`src/rtl/multicycle_ctrl_if.sv`:
```
// Control bundle between the multi-cycle controller and the datapath.
// master = controller side, slave = datapath side.
interface multicycle_ctrl_if #(
  parameter int CNT_W = 32
);
  logic [5:0]       op;
  logic [5:0]       fun;
  logic             alu_zero;
  logic             mem_ready;
  logic             mem_req;
  logic             mem_we;
  logic             iord;
  logic             ir_we;
  logic             pc_we;
  logic [1:0]       pc_src;
  logic             reg_we;
  logic [1:0]       reg_dst;
  logic [1:0]       mem_to_reg;
  logic             alu_src_a;
  logic [1:0]       alu_src_b;
  logic             ext_sign;
  logic [3:0]       alu_ctrl;
  logic             illegal;
  logic             bus_err;
  logic [2:0]       state;
  logic [CNT_W-1:0] instr_cnt;

  modport master (
    input  op, fun, alu_zero, mem_ready,
    output mem_req, mem_we, iord, ir_we, pc_we, pc_src,
    output reg_we, reg_dst, mem_to_reg, alu_src_a, alu_src_b,
    output ext_sign, alu_ctrl, illegal, bus_err, state, instr_cnt
  );

  modport slave (
    output op, fun, alu_zero, mem_ready,
    input  mem_req, mem_we, iord, ir_we, pc_we, pc_src,
    input  reg_we, reg_dst, mem_to_reg, alu_src_a, alu_src_b,
    input  ext_sign, alu_ctrl, illegal, bus_err, state, instr_cnt
  );
endinterface

```
`src/rtl/multicycle_ctrl.sv`:
```
// Multi-cycle CPU main control FSM with retired-instruction counter.
// Optional memory wait timeout: define MEM_TIMEOUT_EN.
module multicycle_ctrl #(
  parameter int         CNT_W   = 32,
  parameter logic [5:0] HALT_OP = 6'h3F,
  parameter int         TIMEOUT = 255
) (
  input  logic              clk,
  input  logic              rst,
  multicycle_ctrl_if.master bus
);

  typedef enum logic [2:0] {
    FETCH  = 3'd0,
    DECODE = 3'd1,
    EXEC   = 3'd2,
    MEM    = 3'd3,
    WB     = 3'd4,
    HALT   = 3'd5
  } state_e;

  localparam logic [3:0] A_ADD = 4'd0, A_SUB = 4'd1, A_AND = 4'd2;
  localparam logic [3:0] A_OR  = 4'd3, A_SLT = 4'd4, A_SLL = 4'd5;
  localparam logic [3:0] A_SRL = 4'd6, A_LUI = 4'd7;
  localparam int WW = $clog2(TIMEOUT + 1);

`ifdef MEM_TIMEOUT_EN
  localparam bit TO_EN = 1'b1;
`else
  localparam bit TO_EN = 1'b0;
`endif

  state_e           state_q, state_d;
  logic [CNT_W-1:0] cnt_q;
  logic             illegal_q, illegal_d;
  logic             bus_err_q, bus_err_d;
  logic [WW-1:0]    wait_q, wait_d;

  logic [5:0] op, fun;
  logic is_r, r_alu, is_jr, is_j, is_jal;
  logic is_addi, is_andi, is_ori, is_lui;
  logic is_lw, is_sw, is_beq, is_bne, legal;
  logic waiting, to_hit, cnt_inc;
  logic [3:0] r_ctrl;

  assign op  = bus.op;
  assign fun = bus.fun;

  assign is_r    = (op == 6'h00);
  assign is_jr   = is_r && (fun == 6'h08);
  assign r_alu   = is_r && (fun == 6'h20 || fun == 6'h22 ||
                            fun == 6'h24 || fun == 6'h25 ||
                            fun == 6'h2A || fun == 6'h00 ||
                            fun == 6'h02);
  assign is_j    = (op == 6'h02);
  assign is_jal  = (op == 6'h03);
  assign is_addi = (op == 6'h08);
  assign is_andi = (op == 6'h0C);
  assign is_ori  = (op == 6'h0D);
  assign is_lui  = (op == 6'h0F);
  assign is_lw   = (op == 6'h23);
  assign is_sw   = (op == 6'h2B);
  assign is_beq  = (op == 6'h04);
  assign is_bne  = (op == 6'h05);
  assign legal   = r_alu | is_jr | is_addi | is_andi | is_ori |
                   is_lui | is_lw | is_sw | is_beq | is_bne;

  always_comb begin
    r_ctrl = A_ADD;
    case (fun)
      6'h22:   r_ctrl = A_SUB;
      6'h24:   r_ctrl = A_AND;
      6'h25:   r_ctrl = A_OR;
      6'h2A:   r_ctrl = A_SLT;
      6'h00:   r_ctrl = A_SLL;
      6'h02:   r_ctrl = A_SRL;
      default: r_ctrl = A_ADD;
    endcase
  end

  // Wait counter is built in both configurations but only armed with the feature.
  assign waiting = TO_EN && !bus.mem_ready &&
                   (state_q == FETCH || state_q == MEM);
  assign to_hit  = waiting && (wait_q == WW'(TIMEOUT - 1));
  assign wait_d  = waiting ? wait_q + 1'b1 : '0;

  always_comb begin
    state_d        = state_q;
    illegal_d      = illegal_q;
    bus_err_d      = bus_err_q;
    bus.mem_req    = 1'b0;
    bus.mem_we     = 1'b0;
    bus.iord       = 1'b0;
    bus.ir_we      = 1'b0;
    bus.pc_we      = 1'b0;
    bus.pc_src     = 2'd0;
    bus.reg_we     = 1'b0;
    bus.reg_dst    = 2'd0;
    bus.mem_to_reg = 2'd0;
    bus.alu_src_a  = 1'b0;
    bus.alu_src_b  = 2'd0;
    bus.ext_sign   = 1'b0;
    bus.alu_ctrl   = A_ADD;
    if (!rst) begin
      unique case (state_q)
        FETCH: begin
          bus.mem_req   = 1'b1;
          bus.alu_src_b = 2'd1;
          if (bus.mem_ready) begin
            bus.ir_we = 1'b1;
            bus.pc_we = 1'b1;
            state_d   = DECODE;
          end else if (to_hit) begin
            bus_err_d = 1'b1;
            state_d   = HALT;
          end
        end
        DECODE: begin
          bus.alu_src_b = 2'd3;
          if (is_j || is_jal) begin
            bus.pc_we  = 1'b1;
            bus.pc_src = 2'd2;
            if (is_jal) begin
              bus.reg_we     = 1'b1;
              bus.reg_dst    = 2'd2;
              bus.mem_to_reg = 2'd2;
            end
            state_d = FETCH;
          end else if (op == HALT_OP) begin
            state_d = HALT;
          end else if (!legal) begin
            illegal_d = 1'b1;
            state_d   = HALT;
          end else begin
            state_d = EXEC;
          end
        end
        EXEC: begin
          bus.alu_src_a = 1'b1;
          state_d       = FETCH;
          unique case (1'b1)
            r_alu: begin
              bus.alu_ctrl = r_ctrl;
              state_d      = WB;
            end
            is_jr: begin
              bus.alu_src_a = 1'b0;
              bus.pc_we     = 1'b1;
              bus.pc_src    = 2'd3;
            end
            is_addi, is_andi, is_ori, is_lui: begin
              bus.alu_src_b = 2'd2;
              bus.ext_sign  = is_addi;
              bus.alu_ctrl  = is_andi ? A_AND :
                              is_ori  ? A_OR  :
                              is_lui  ? A_LUI : A_ADD;
              state_d       = WB;
            end
            is_lw, is_sw: begin
              bus.alu_src_b = 2'd2;
              bus.ext_sign  = 1'b1;
              state_d       = MEM;
            end
            is_beq, is_bne: begin
              bus.alu_ctrl = A_SUB;
              bus.pc_src   = 2'd1;
              bus.pc_we    = is_beq ? bus.alu_zero : !bus.alu_zero;
            end
            default: bus.alu_src_a = 1'b0;
          endcase
        end
        MEM: begin
          bus.mem_req = 1'b1;
          bus.iord    = 1'b1;
          bus.mem_we  = is_sw;
          if (bus.mem_ready) begin
            state_d = is_lw ? WB : FETCH;
          end else if (to_hit) begin
            bus_err_d = 1'b1;
            state_d   = HALT;
          end
        end
        WB: begin
          bus.reg_we     = 1'b1;
          bus.reg_dst    = is_r ? 2'd1 : 2'd0;
          bus.mem_to_reg = is_lw ? 2'd1 : 2'd0;
          state_d        = FETCH;
        end
        default: state_d = state_q;
      endcase
    end
  end

  assign cnt_inc = (state_d == FETCH) &&
                   (state_q inside {DECODE, EXEC, MEM, WB});

  always_ff @(posedge clk or posedge rst) begin
    if (rst) begin
      state_q   <= FETCH;
      cnt_q     <= '0;
      illegal_q <= 1'b0;
      bus_err_q <= 1'b0;
      wait_q    <= '0;
    end else begin
      state_q   <= state_d;
      illegal_q <= illegal_d;
      bus_err_q <= bus_err_d;
      wait_q    <= wait_d;
      if (cnt_inc) cnt_q <= cnt_q + 1'b1;
    end
  end

  assign bus.state     = state_q;
  assign bus.instr_cnt = cnt_q;
  assign bus.illegal   = illegal_q;
  assign bus.bus_err   = bus_err_q;

endmodule

```
`src/flat_wrapper.sv`:
```
// flat-port wrapper written by rule: the top's interface ports become plain ports
module multicycle_ctrl_flat 
#(
  parameter int         CNT_W   = 32,
  parameter logic [5:0] HALT_OP = 6'h3F,
  parameter int         TIMEOUT = 255
)
  (clk, rst, bus_op, bus_fun, bus_alu_zero, bus_mem_ready, bus_mem_req, bus_mem_we, bus_iord, bus_ir_we, bus_pc_we, bus_pc_src, bus_reg_we, bus_reg_dst, bus_mem_to_reg, bus_alu_src_a, bus_alu_src_b, bus_ext_sign, bus_alu_ctrl, bus_illegal, bus_bus_err, bus_state, bus_instr_cnt);
  multicycle_ctrl_if #(.CNT_W(CNT_W)) bus_i ();
  input  logic clk;
  input  logic rst;
  input wire logic [$bits(bus_i.op)-1:0] bus_op;
  input wire logic [$bits(bus_i.fun)-1:0] bus_fun;
  input wire logic [$bits(bus_i.alu_zero)-1:0] bus_alu_zero;
  input wire logic [$bits(bus_i.mem_ready)-1:0] bus_mem_ready;
  output wire logic [$bits(bus_i.mem_req)-1:0] bus_mem_req;
  output wire logic [$bits(bus_i.mem_we)-1:0] bus_mem_we;
  output wire logic [$bits(bus_i.iord)-1:0] bus_iord;
  output wire logic [$bits(bus_i.ir_we)-1:0] bus_ir_we;
  output wire logic [$bits(bus_i.pc_we)-1:0] bus_pc_we;
  output wire logic [$bits(bus_i.pc_src)-1:0] bus_pc_src;
  output wire logic [$bits(bus_i.reg_we)-1:0] bus_reg_we;
  output wire logic [$bits(bus_i.reg_dst)-1:0] bus_reg_dst;
  output wire logic [$bits(bus_i.mem_to_reg)-1:0] bus_mem_to_reg;
  output wire logic [$bits(bus_i.alu_src_a)-1:0] bus_alu_src_a;
  output wire logic [$bits(bus_i.alu_src_b)-1:0] bus_alu_src_b;
  output wire logic [$bits(bus_i.ext_sign)-1:0] bus_ext_sign;
  output wire logic [$bits(bus_i.alu_ctrl)-1:0] bus_alu_ctrl;
  output wire logic [$bits(bus_i.illegal)-1:0] bus_illegal;
  output wire logic [$bits(bus_i.bus_err)-1:0] bus_bus_err;
  output wire logic [$bits(bus_i.state)-1:0] bus_state;
  output wire logic [$bits(bus_i.instr_cnt)-1:0] bus_instr_cnt;
  assign bus_i.op = bus_op;
  assign bus_i.fun = bus_fun;
  assign bus_i.alu_zero = bus_alu_zero;
  assign bus_i.mem_ready = bus_mem_ready;
  assign bus_mem_req = bus_i.mem_req;
  assign bus_mem_we = bus_i.mem_we;
  assign bus_iord = bus_i.iord;
  assign bus_ir_we = bus_i.ir_we;
  assign bus_pc_we = bus_i.pc_we;
  assign bus_pc_src = bus_i.pc_src;
  assign bus_reg_we = bus_i.reg_we;
  assign bus_reg_dst = bus_i.reg_dst;
  assign bus_mem_to_reg = bus_i.mem_to_reg;
  assign bus_alu_src_a = bus_i.alu_src_a;
  assign bus_alu_src_b = bus_i.alu_src_b;
  assign bus_ext_sign = bus_i.ext_sign;
  assign bus_alu_ctrl = bus_i.alu_ctrl;
  assign bus_illegal = bus_i.illegal;
  assign bus_bus_err = bus_i.bus_err;
  assign bus_state = bus_i.state;
  assign bus_instr_cnt = bus_i.instr_cnt;
  multicycle_ctrl #(.CNT_W(CNT_W), .HALT_OP(HALT_OP), .TIMEOUT(TIMEOUT)) u_core (.clk(clk), .rst(rst), .bus(bus_i));
endmodule
```
`config.mk`:
```
export PLATFORM = sky130hd
export DESIGN_NAME = multicycle_ctrl_flat
export DESIGN_NICKNAME = d
export VERILOG_FILES = /design/src/rtl/multicycle_ctrl_if.sv /design/src/rtl/multicycle_ctrl.sv /design/src/flat_wrapper.sv
export SDC_FILE = /design/constraint.sdc
export NUM_CORES = 1
export LEC_CHECK = 0
export CORE_ASPECT_RATIO = 0.5
export CORE_MARGIN = 2
export CORE_UTILIZATION = 44
export CTS_BUF_LIST = sky130_fd_sc_hd__clkbuf_4 sky130_fd_sc_hd__clkbuf_8
export DETAILED_ROUTE_END_ITERATION = 8
export HOLD_SLACK_MARGIN = 0.06
export PLACE_DENSITY_LB_ADDON = 0.3
export SYNTH_ARGS = -nofsm -noshare
export SYNTH_HDL_FRONTEND = slang
export SYNTH_SLANG_ARGS = --single-unit
```
`constraint.sdc`:
```
create_clock -name clk -period 2.6 [get_ports clk]
set_input_delay 0.65 -clock clk [delete_from_list [all_inputs] [get_ports clk]]
set_output_delay 0.65 -clock clk [all_outputs]
set_load 0.01 [all_outputs]
```
==> reports/metrics.yaml, run 1 <==
outcome:
  outcome: "complete, but fails checks"
  violations: "negative setup slack"
route:
  dr.pass1.iters: 4
  postRouteAntennaNets: 0
  via_per_inst: 5.333
  drtIter0Drc: 105
  wl_per_cell_um: 15.63
  drc: 0
  num_vias: 2485
  wirelength_um: 7284
synthesis:
  netlist_top_cells_count: "36 x dfrtp_1, 30 x xor2_1, 29 x nor2_1"
  syn_avg_cell_area_um2: 9.189
  ys_async_sr_fraction_pct: 100.0
  ys_ff_latch: 36
  synth_edf_count: 0
  post-synth-top-count-cell: "dfrtp_1"
  synth_top_area_share_pct: 36.31
  yosysWarnings: 0
  ys_top_cells_by_area: "dfrtp_1 36%, xor2_1 11%, nor4_2 5.0%, nor2_1 4.4%, nor3_1 4.0%"
  synth_cell_type_count: 54
  ys_seq_area_share_pct: 36.31
  yosysTopAreaCell: "dfrtp_1"
  netlist_instances: 270
  syn_area_mm2: 0.002481
  ys.flop_type: "dfrtp_1"
setup_path:
  cp.required_ns: 1.95
  crit_path_max_fanout: 4
  cp-start-kind: "primary input"
  crit_arrival_ns: 2.19
  worstSetupEndpointType: "output port"
  critPathKind: "primary input to output port"
power:
  leakage_uw: 0.001816
  max-vdd-ir-drop_uv: 373.9
  total_power_uw: 2354
  powerDensity_mw_per_mm2: 607.1
placed_design:
  dp_hpwl_um: 5109
  port_buffers: 70
  gp_congestion: 0.8648
clocking:
  cts_hold_buf: 0
  insertion_delay_ns: 0.29
  htree_levels: 2
  clk_pin_slew_ns: 0.07
  cts_tree: "done"
  root_buffer: "clkbuf_8"
  clock-sinks: 36
  clk_path_buf_depth: 2
  cts_inserted_buffers: 5
sta:
  rsz0062_at_grt: "true"
  worstMarginPinSlew_ns: 0.5853
  setup_viol: 6
  finClkSkew_ns: 0.004812
  min_period_ns: 2.841
  finalHoldViolCount: 0
  fin_crit_sh_pct: 109.3
  timing.final.ws_setup_ns: -0.2413
  slew_headroom_pct: 60.62
  finalMaxSlewViolations: 0
  max_freq_mhz: 352.0
cells_and_area:
  drive_gt1_share_pct: 35.11
  fin_util_pct: 70.92
  diodes: 0
  fillers: 430
  syn2layout_area_growth_pct: 56.28
  register_area_um2: 900.9
  multi_input_area_mm2: 0.001609
  nets: 409
floorplan:
  rows: 19
  die_x_um: 110.2
  die_h_um: 57.10
  io_pins: 73
  dieArea_mm2: 0.006292
  core_mm2: 0.005468
  start_util_pct: 45.38
grt:
  grt_max_degree: 36
  grt_pass1_vias: 2457
  antenna_found_initial: 0
  overflow: 0
  grt_first_pass_wirelength_um: 11670
  grt.total_usage_pct: 23.62
job:
  maxCapViolations: 0
worst_hold_path:
  min_path_type: "primary input to asynchronous set/reset pin"
## state kept, by name (all words and copies together) (netlist names)
name                  flops
u_core.bus.state          3
u_core.bus.illegal        1
u_core.bus.instr_cnt     32
## metrics by stage
| step | hold WS [ns] | setup slack (ns) | instance area (um^2) | TNS, ns | instances |
|---|---|---|---|---|---|
| global placement | 0.4627 | -0.9022 | 3550 | -25.12 | 444 |
| global route | 0.3974 | -0.3047 | 3877 | -1.570 | 466 |
| finish | 0.3884 | -0.2413 | 3877 | -1.037 | 466 |
| floorplan | 0.5025 | 0.01137 | 2495 | 0 | 271 |
| CTS | 0.4848 | -0.2857 | 3742 | -1.041 | 460 |
| detailed placement | 0.4694 | -0.9768 | 3550 | -26.27 | 444 |
## per-layer routing
metal	share of wire [%]	wire length (um)	GRT usage, %
met1	46	3344	31.74
met2	48	3522	39.53
met3	4.4	322	3.657
met4	1.3	94	7.679
met5	0	0	0
## logic make-up (layout without fill, tap and decap cells)
logic type,count (synthesis),in the layout,synth area share [%]
simple gates,143,143,33.94
flops,36,36,36.31
xor+xnor,33,33,11.65
compound gates,31,31,11.20
buf+inv,23,145,5.396
mux,2,2,0.8573
fa+ha+maj,1,1,0.5042
other cells,1,2,0.1511
## final cells by class
class / instances / share of cell area [%]
sequential: 36 / 23.23
tap: 73 / 2.356
clock buffer: 5 / 1.775
clock inverter: 3 / 1.097
inverter: 7 / 0.6776
timing repair buffer: 130 / 29.36
multi-input combinational: 212 / 41.50
## report_power, final
group          total [uW]  internal, uW  switching, uW  leakage [uW]
sequential            689           620           69.1      0.000476
clock                 496           284            212     0.0000541
combinational        1170           550            619       0.00129
total                2350          1450            900       0.00182
## path summary, 6_finish.rpt
kind                                                      startpoint                                    to  slack [ns]  depth (start not counted)
worst max register to register         u_core.bus.state[0]$_DFF_PP0_  u_core.bus.instr_cnt[27]$_DFFE_PP0P_        0.29                          8
worst min-delay path                                             rst         u_core.bus.state[1]$_DFF_PP0_        0.39                          3
worst min register to register  u_core.bus.instr_cnt[31]$_DFFE_PP0P_  u_core.bus.instr_cnt[31]$_DFFE_PP0P_        0.48                          1
min in group clk                u_core.bus.instr_cnt[31]$_DFFE_PP0P_  u_core.bus.instr_cnt[31]$_DFFE_PP0P_        0.48                          1
max in group asynchronous                                        rst   u_core.bus.instr_cnt[9]$_DFFE_PP0P_        1.60                          4
worst max-delay path                                       bus_op[2]                       bus_alu_ctrl[2]       -0.24                          7
## cells in the final DEF (no fill, tap or decap), types with 3 or more instances in the layout
cell type / instances
inv_1: 7
buf_4: 54
clkdlybuf4s15_2: 3
xnor2_1: 3
nor3_2: 3
nand3b_1: 3
nor3_1: 16
dfrtp_1: 36
xor2_1: 30
nand3_1: 12
or2_4: 3
nor2_2: 3
nor2_4: 4
clkdlybuf4s15_1: 3
a21oi_1: 3
dlygate4sd2_1: 7
nor2_1: 22
o22a_1: 3
nor4b_2: 3
nand4_1: 5
and3_1: 13
nand2_1: 22
clkbuf_8: 5
nor4_2: 11
buf_2: 13
clkdlybuf4s50_1: 38
nor2b_1: 4
buf_6: 4
## timing repair
item                                    4_1_cts  5_1_grt
endpoints found under the setup margin       51       41
pin swaps                                    19       14
setup buffers                                 8        5
cloned                                        0        1
gates resized for setup                     117       24
## critical path, cell delays in order
cell	delay, ns
buf_8	0.10
nor4_4	0.28
nand3b_1	0.22
buf_4	0.20
or4_4	0.47
a21oi_2	0.13
buf_2	0.14
Power figures use the tool's default switching activity.
==> run 2, diff against run 1 <==
--- a/config.mk
+++ b/config.mk
@@ -5,13 +5,16 @@
 export SDC_FILE = /design/constraint.sdc
 export NUM_CORES = 1
 export LEC_CHECK = 0
+export CELL_PAD_IN_SITES_DETAIL_PLACEMENT = 1
+export CELL_PAD_IN_SITES_GLOBAL_PLACEMENT = 1
 export CORE_ASPECT_RATIO = 0.5
 export CORE_MARGIN = 2
-export CORE_UTILIZATION = 44
+export CORE_UTILIZATION = 33
 export CTS_BUF_LIST = sky130_fd_sc_hd__clkbuf_4 sky130_fd_sc_hd__clkbuf_8
 export DETAILED_ROUTE_END_ITERATION = 8
 export HOLD_SLACK_MARGIN = 0.06
 export PLACE_DENSITY_LB_ADDON = 0.3
+export SETUP_SLACK_MARGIN = 0.02
 export SYNTH_ARGS = -nofsm -noshare
 export SYNTH_HDL_FRONTEND = slang
 export SYNTH_SLANG_ARGS = --single-unit
==> run 2 against run 1 <==
  * The run still ends with negative setup slack left
  * Critical path depth is 3 higher
  * Combinational power about the same
  * Clock skew rose by 0.0033 ns
  * Die area is 31% higher
  * Sequential share of layout area is 0.72 points lower
  * Flip-flop and latch count stayed put
  * Largest power group unchanged
  * Worst setup slack worse by 0.019 ns
==> reports/metrics.yaml, run 2 (synthesized netlist as in run 1, its figures left out) <==
route:
  dr.pass1.iters: 6  # was 4
  num_vias: 2535  # was 2485
  postRouteAntennaNets: 0  # unchanged
  wirelength_um: 7990  # was 7284 um
  drc: 0  # unchanged
  drtIter0Drc: 111  # was 105
  via_per_inst: 5.121  # was 5.333
  wl_per_cell_um: 16.14  # was 15.63 um
setup_path:
  critical_path_depth: 10  # was 7
  cpPeakStageDelay_ns: 0.30  # was 0.47 ns
  worstReg2RegStart: "u_core.bus.state[1]$_DFF_PP0_"  # was u_core.bus.state[0]$_DFF_PP0_
  r2r_end: "u_core.bus.instr_cnt[13]$_DFFE_PP0P_"  # was u_core.bus.instr_cnt[27]$_DFFE_PP0P_
  crit_path_max_fanout: 4  # unchanged
  cp.required_ns: 1.95  # about the same
  cp-start-kind: "primary input"  # unchanged
  crit_arrival_ns: 2.21  # was 2.19 ns
  cp_slowest_cell: "or2_4"  # was or4_4
  critPathKind: "primary input to output port"  # unchanged
  r2r_cells: 8  # unchanged
  cp_num_buf_inv: 4  # was 3
  r2r_slack_ns: 0.24  # was 0.29 ns
  cpLargestDelayFamily: "simple AND/OR/NAND/NOR gates"  # unchanged
  path_cells: "buf_8 > nor4_4 > nand3b_1 > buf_6 > buf_4 > nor2_4 > nor3_1 > or2_4 > a21oi_2 > buf_2"  # was buf_8 > nor4_4 > nand3b_1 > buf_4 > or4_4 > a21oi_2 > buf_2
  worstSetupEndpointType: "output port"  # unchanged
power:
  net-switching-power_uw: 903.2  # was 900.1 uW
  total_power_uw: 2334  # was 2354 uW
  comb_power_share_pct: 48.8  # was 49.7%
  p_int_uw: 1431  # was 1454 uW
  switching_share_pct: 38.70  # was 38.24%
  leakage_uw: 0.001894  # was 0.001816 uW
  powerDensity_mw_per_mm2: 583.2  # was 607.1 mW/mm^2
  max-vdd-ir-drop_uv: 346.2  # was 373.9 uV
  power_frac_clock_pct: 21.2  # was 21.1%
  seqPwrFrac_pct: 30.0  # was 29.3%
cells_and_area:
  syn2layout_area_growth_pct: 61.27  # was 56.28%
  final_cell_mix: "58 x buf_4, 38 x clkdlybuf4s50_1, 36 x dfrtp_1, 30 x xor2_1, 24 x nand2_1"  # was 54 x buf_4, 38 x clkdlybuf4s50_1, 36 x dfrtp_1, 30 x xor2_1
  fin_cells: 495  # was 466
  final_common_cell: "buf_4"  # unchanged
  largest_register_ffs: 32  # unchanged
  drive_gt1_share_pct: 34.84  # was 35.11%
  diodes: 0  # unchanged
  nets: 415  # was 409
clocking:
  clk_pin_slew_ns: 0.07  # about the same
  cts_tree: "done"  # unchanged
  insertion_delay_ns: 0.28  # was 0.29 ns
  cts_inserted_buffers: 5  # unchanged
  htree_levels: 2  # unchanged
  clk_path_buf_depth: 2  # unchanged
  clock-sinks: 36  # unchanged
  root_buffer: "clkbuf_8"  # unchanged
  cts_hold_buf: 0  # unchanged
sta:
  timing.final.ws_setup_ns: -0.2607  # was -0.2413 ns
  setup_viol: 8  # was 6
  fin_crit_sh_pct: 110.0  # was 109.3%
  min_period_ns: 2.861  # was 2.841 ns
  finalMaxSlewViolations: 0  # unchanged
  finClkSkew_ns: 0.008073  # was 0.004812 ns
  hold_slack_ns: 0.4766  # was 0.3884 ns
  rsz0062_at_grt: "true"  # unchanged
  worstMarginPinSlew_ns: 0.5078  # was 0.5853 ns
  finalHoldViolCount: 0  # unchanged
  max_freq_mhz: 349.6  # was 352.0 MHz
  slew_headroom_pct: 66.06  # was 60.62%
placed_design:
  place_ws_ns: -1.038  # was -0.9768 ns
  dp_cells: 474  # was 444
  dp_hpwl_um: 5890  # was 5109 um
  gp_congestion: 0.8879  # was 0.8648
  port_buffers: 70  # unchanged
grt:
  antenna_found_initial: 0  # unchanged
  grt.total_usage_pct: 19.85  # was 23.62%
  grt_first_pass_wirelength_um: 13370  # was 11670 um
  grt_max_degree: 36  # unchanged
  overflow: 0  # unchanged
  grt_pass1_vias: 2765  # was 2457
floorplan:
  die_x_um: 126.6  # was 110.2 um
  dieArea_mm2: 0.008271  # was 0.006292 mm^2
  start_util_pct: 34.01  # was 45.38%
  core_mm2: 0.007295  # was 0.005468 mm^2
  die_h_um: 65.32  # was 57.10 um
  io_pins: 73  # unchanged
  rows: 22  # was 19
outcome:
  outcome: "complete, but fails checks"  # unchanged
  violations: "negative setup slack"  # unchanged
worst_hold_path:
  hold_path_end: "u_core.bus.instr_cnt[31]$_DFFE_PP0P_"
  min-delay-start: "u_core.bus.instr_cnt[31]$_DFFE_PP0P_"
  min_path_type: "flip-flop to flip-flop"  # was primary input to asynchronous set/reset pin
  whs_path_depth: 1
job:
  maxCapViolations: 0  # unchanged
[run 2: cell count changes in the layout (fill, tap and decap cells not counted), moves of 2 or more]
cell | before | now
clkdlybuf4s15_1 | 3 | 0
buf_2 | 13 | 10
nand2_1 | 22 | 24
dlygate4sd2_1 | 7 | 14
buf_4 | 54 | 58
nor4_1 | 2 | 0
nor4_4 | 1 | 4
buf_6 | 4 | 8
[run 2: power by group through the flow]
stage	Combinational (uW)	Sequential [uW]	Clock, uW
floorplan	574	719	0
global placement	1060	697	0
detailed placement	1080	704	0
CTS	1100	698	501
global route	1230	714	529
finish	1140	700	494
[run 2: worst max-delay path by stage]
stage,startpoint,endpoint,slack [ns]
floorplan,bus_op[4],bus_alu_ctrl[0],0.03
global placement,bus_op[3],bus_pc_we,-0.90
detailed placement,bus_op[3],bus_pc_we,-1.04
CTS,bus_op[4],bus_pc_we,-0.25
global route,bus_op[4],bus_pc_we,-0.36
finish,bus_op[4],bus_alu_ctrl[2],-0.26
[run 2: through the flow]
step	area, um^2	utilization, %	setup TNS (ns)
final	4001	54.85	-1.477
after global routing	4001	54.85	-2.303
after CTS	3865	52.98	-1.336
after detailed placement	3621	49.64	-29.51
after global placement	3621	49.64	-26.56
after floorplan	2497	-	0
[run 2: layer usage]
layer	part of all wire [%]	track usage (%)	up-vias
met4	0.85	4.258	0
met5	0	0	-
met3	4.3	3.094	8
li1	-	-	1216
met1	45	24.89	1247
met2	50	36.56	64
[run 2: repair_timing]
item,in CTS,in global routing
gates resized for setup,109,28
buffers inserted,10,4
setup endpoints to repair,51,29
pin swaps,19,7
[run 2: layout make-up]
class / instances / area [um^2]
Sequential cell: 36 / 900.9
Multi-Input combinational cell: 212 / 1668
Tap cell: 96 / 120.1
Clock buffer: 6 / 76.32
Inverter: 7 / 26.28
Fill cell: 851 / 3293
Clock inverter: 2 / 35.03
Timing Repair Buffer: 136 / 1175
==> RTL change (settings of run 2) <==
Set the localparam `TO_EN` to 1'b1 (it was 1'b0).
--- a/src/rtl/multicycle_ctrl.sv
+++ b/src/rtl/multicycle_ctrl.sv
@@ -28,5 +28,5 @@
   localparam bit TO_EN = 1'b1;
 `else
-  localparam bit TO_EN = 1'b0;
+  localparam bit TO_EN = 1'b1;
 `endif
 
Check against the original RTL: same outputs for any inputs over 10 cycles, from zero or initial values and one cycle with rst high; that may be too few to reach the edited logic, so the function may still have changed.
==> RTL change against run 2 <==
  * The flow still finishes with violations (negative setup slack)
  * Sequential cell count up 9
  * Setup slack worse by 190 ps
  * Total power up 46%
  * Routed wire length up 36%
  * Sequential power up 27%
  * Combinational power up 72%
  * Synthesized area up 14%
  * Final area up 22%
  * Critical endpoint unchanged
  * Largest power group unchanged
==> RTL change: results (changes against run 2) <==
Outcome
  – Status: finished, violations left
  – Violations in the final reports: negative setup slack

STA
  – Min setup slack post-route: -450.5 ps (-189.8 ps)
  – Finish-stage setup viols: 40 (+32)
  – Worst clock skew on the final layout: 9.403 ps (+1.330 ps)

Worst setup path
  – Arrival time at the worst endpoint: 2400 ps (+190 ps)
  – Delay of the slowest cell on the worst path: 530 ps (+230 ps)

Pwr
  – Flop+latch power: 0.000886 W (+27%)
  – Net switching power figure: 0.001413 W (+56%)
  – Combinational group share of total power: 57.6% (+8.8 points)

Clock network
  – Worst-path clk slew: 90 ps (+20 ps)
  – Setup Fix Bufs, Post-CTS: 11 (+1)

Die
  – Width of the die: 135.2 um (+6.8%)

Cells and area
  – Share of cells above drive strength 1: 38.33% (+3.5 points)
  – Multi-In Gates: 247 (+17%)
  – Final non-clock buffer share: 27.67% (-1.7 points)
  – Nets: 472 (+14%)
  – Share of the final layout cell area in sequential cells: 23.01% (+0.50 points)

Placement
  – Total placed instance area: 0.004345 mm2 (+20%)
  – Number of port buffers: 71 (+1.4%)

Routing
  – Number of DRC violations after detailed-routing iteration 0: 129 (+16%)
  – DRT Pass-1 Iters: 4 (-2)
  – Vias: 3063 (+21%)

Yosys
  – Cell count after synthesis: 321 (+19%)
  – Compound-Gate Fraction of Synth Area: 10.88% (-0.31 points)
## RTL change: cell types whose count changed in the layout (fill, tap and decap cells not counted), sizes merged, moves of 5 or more
cell	delta
buf	+13
nand3	+11
dfrtp	+9
dlygate4sd2	-8
nand4	+6
nor2	+6
o21ai	+5
## RTL change: how the worst max path moves through the flow
stage,start,end,cells past startpoint
floorplan,bus_op[3],bus_alu_ctrl[1],5
global placement,bus_op[3],bus_alu_ctrl[1],7
detailed placement,bus_op[2],bus_alu_ctrl[2],7
CTS,bus_op[3],bus_alu_ctrl[2],7
global route,bus_op[5],bus_pc_we,9
finish,bus_op[5],bus_alu_ctrl[2],7
## RTL change: layer usage
metal / wire [um] / vias to the layer above / GRT usage, %
met5: 0 / - / 0
met4: 248 / 0 / 6.597
met3: 400 / 26 / 3.582
met2: 5639 / 77 / 44.56
met1: 4600 / 1545 / 27.86
li1: - / 1415 / -
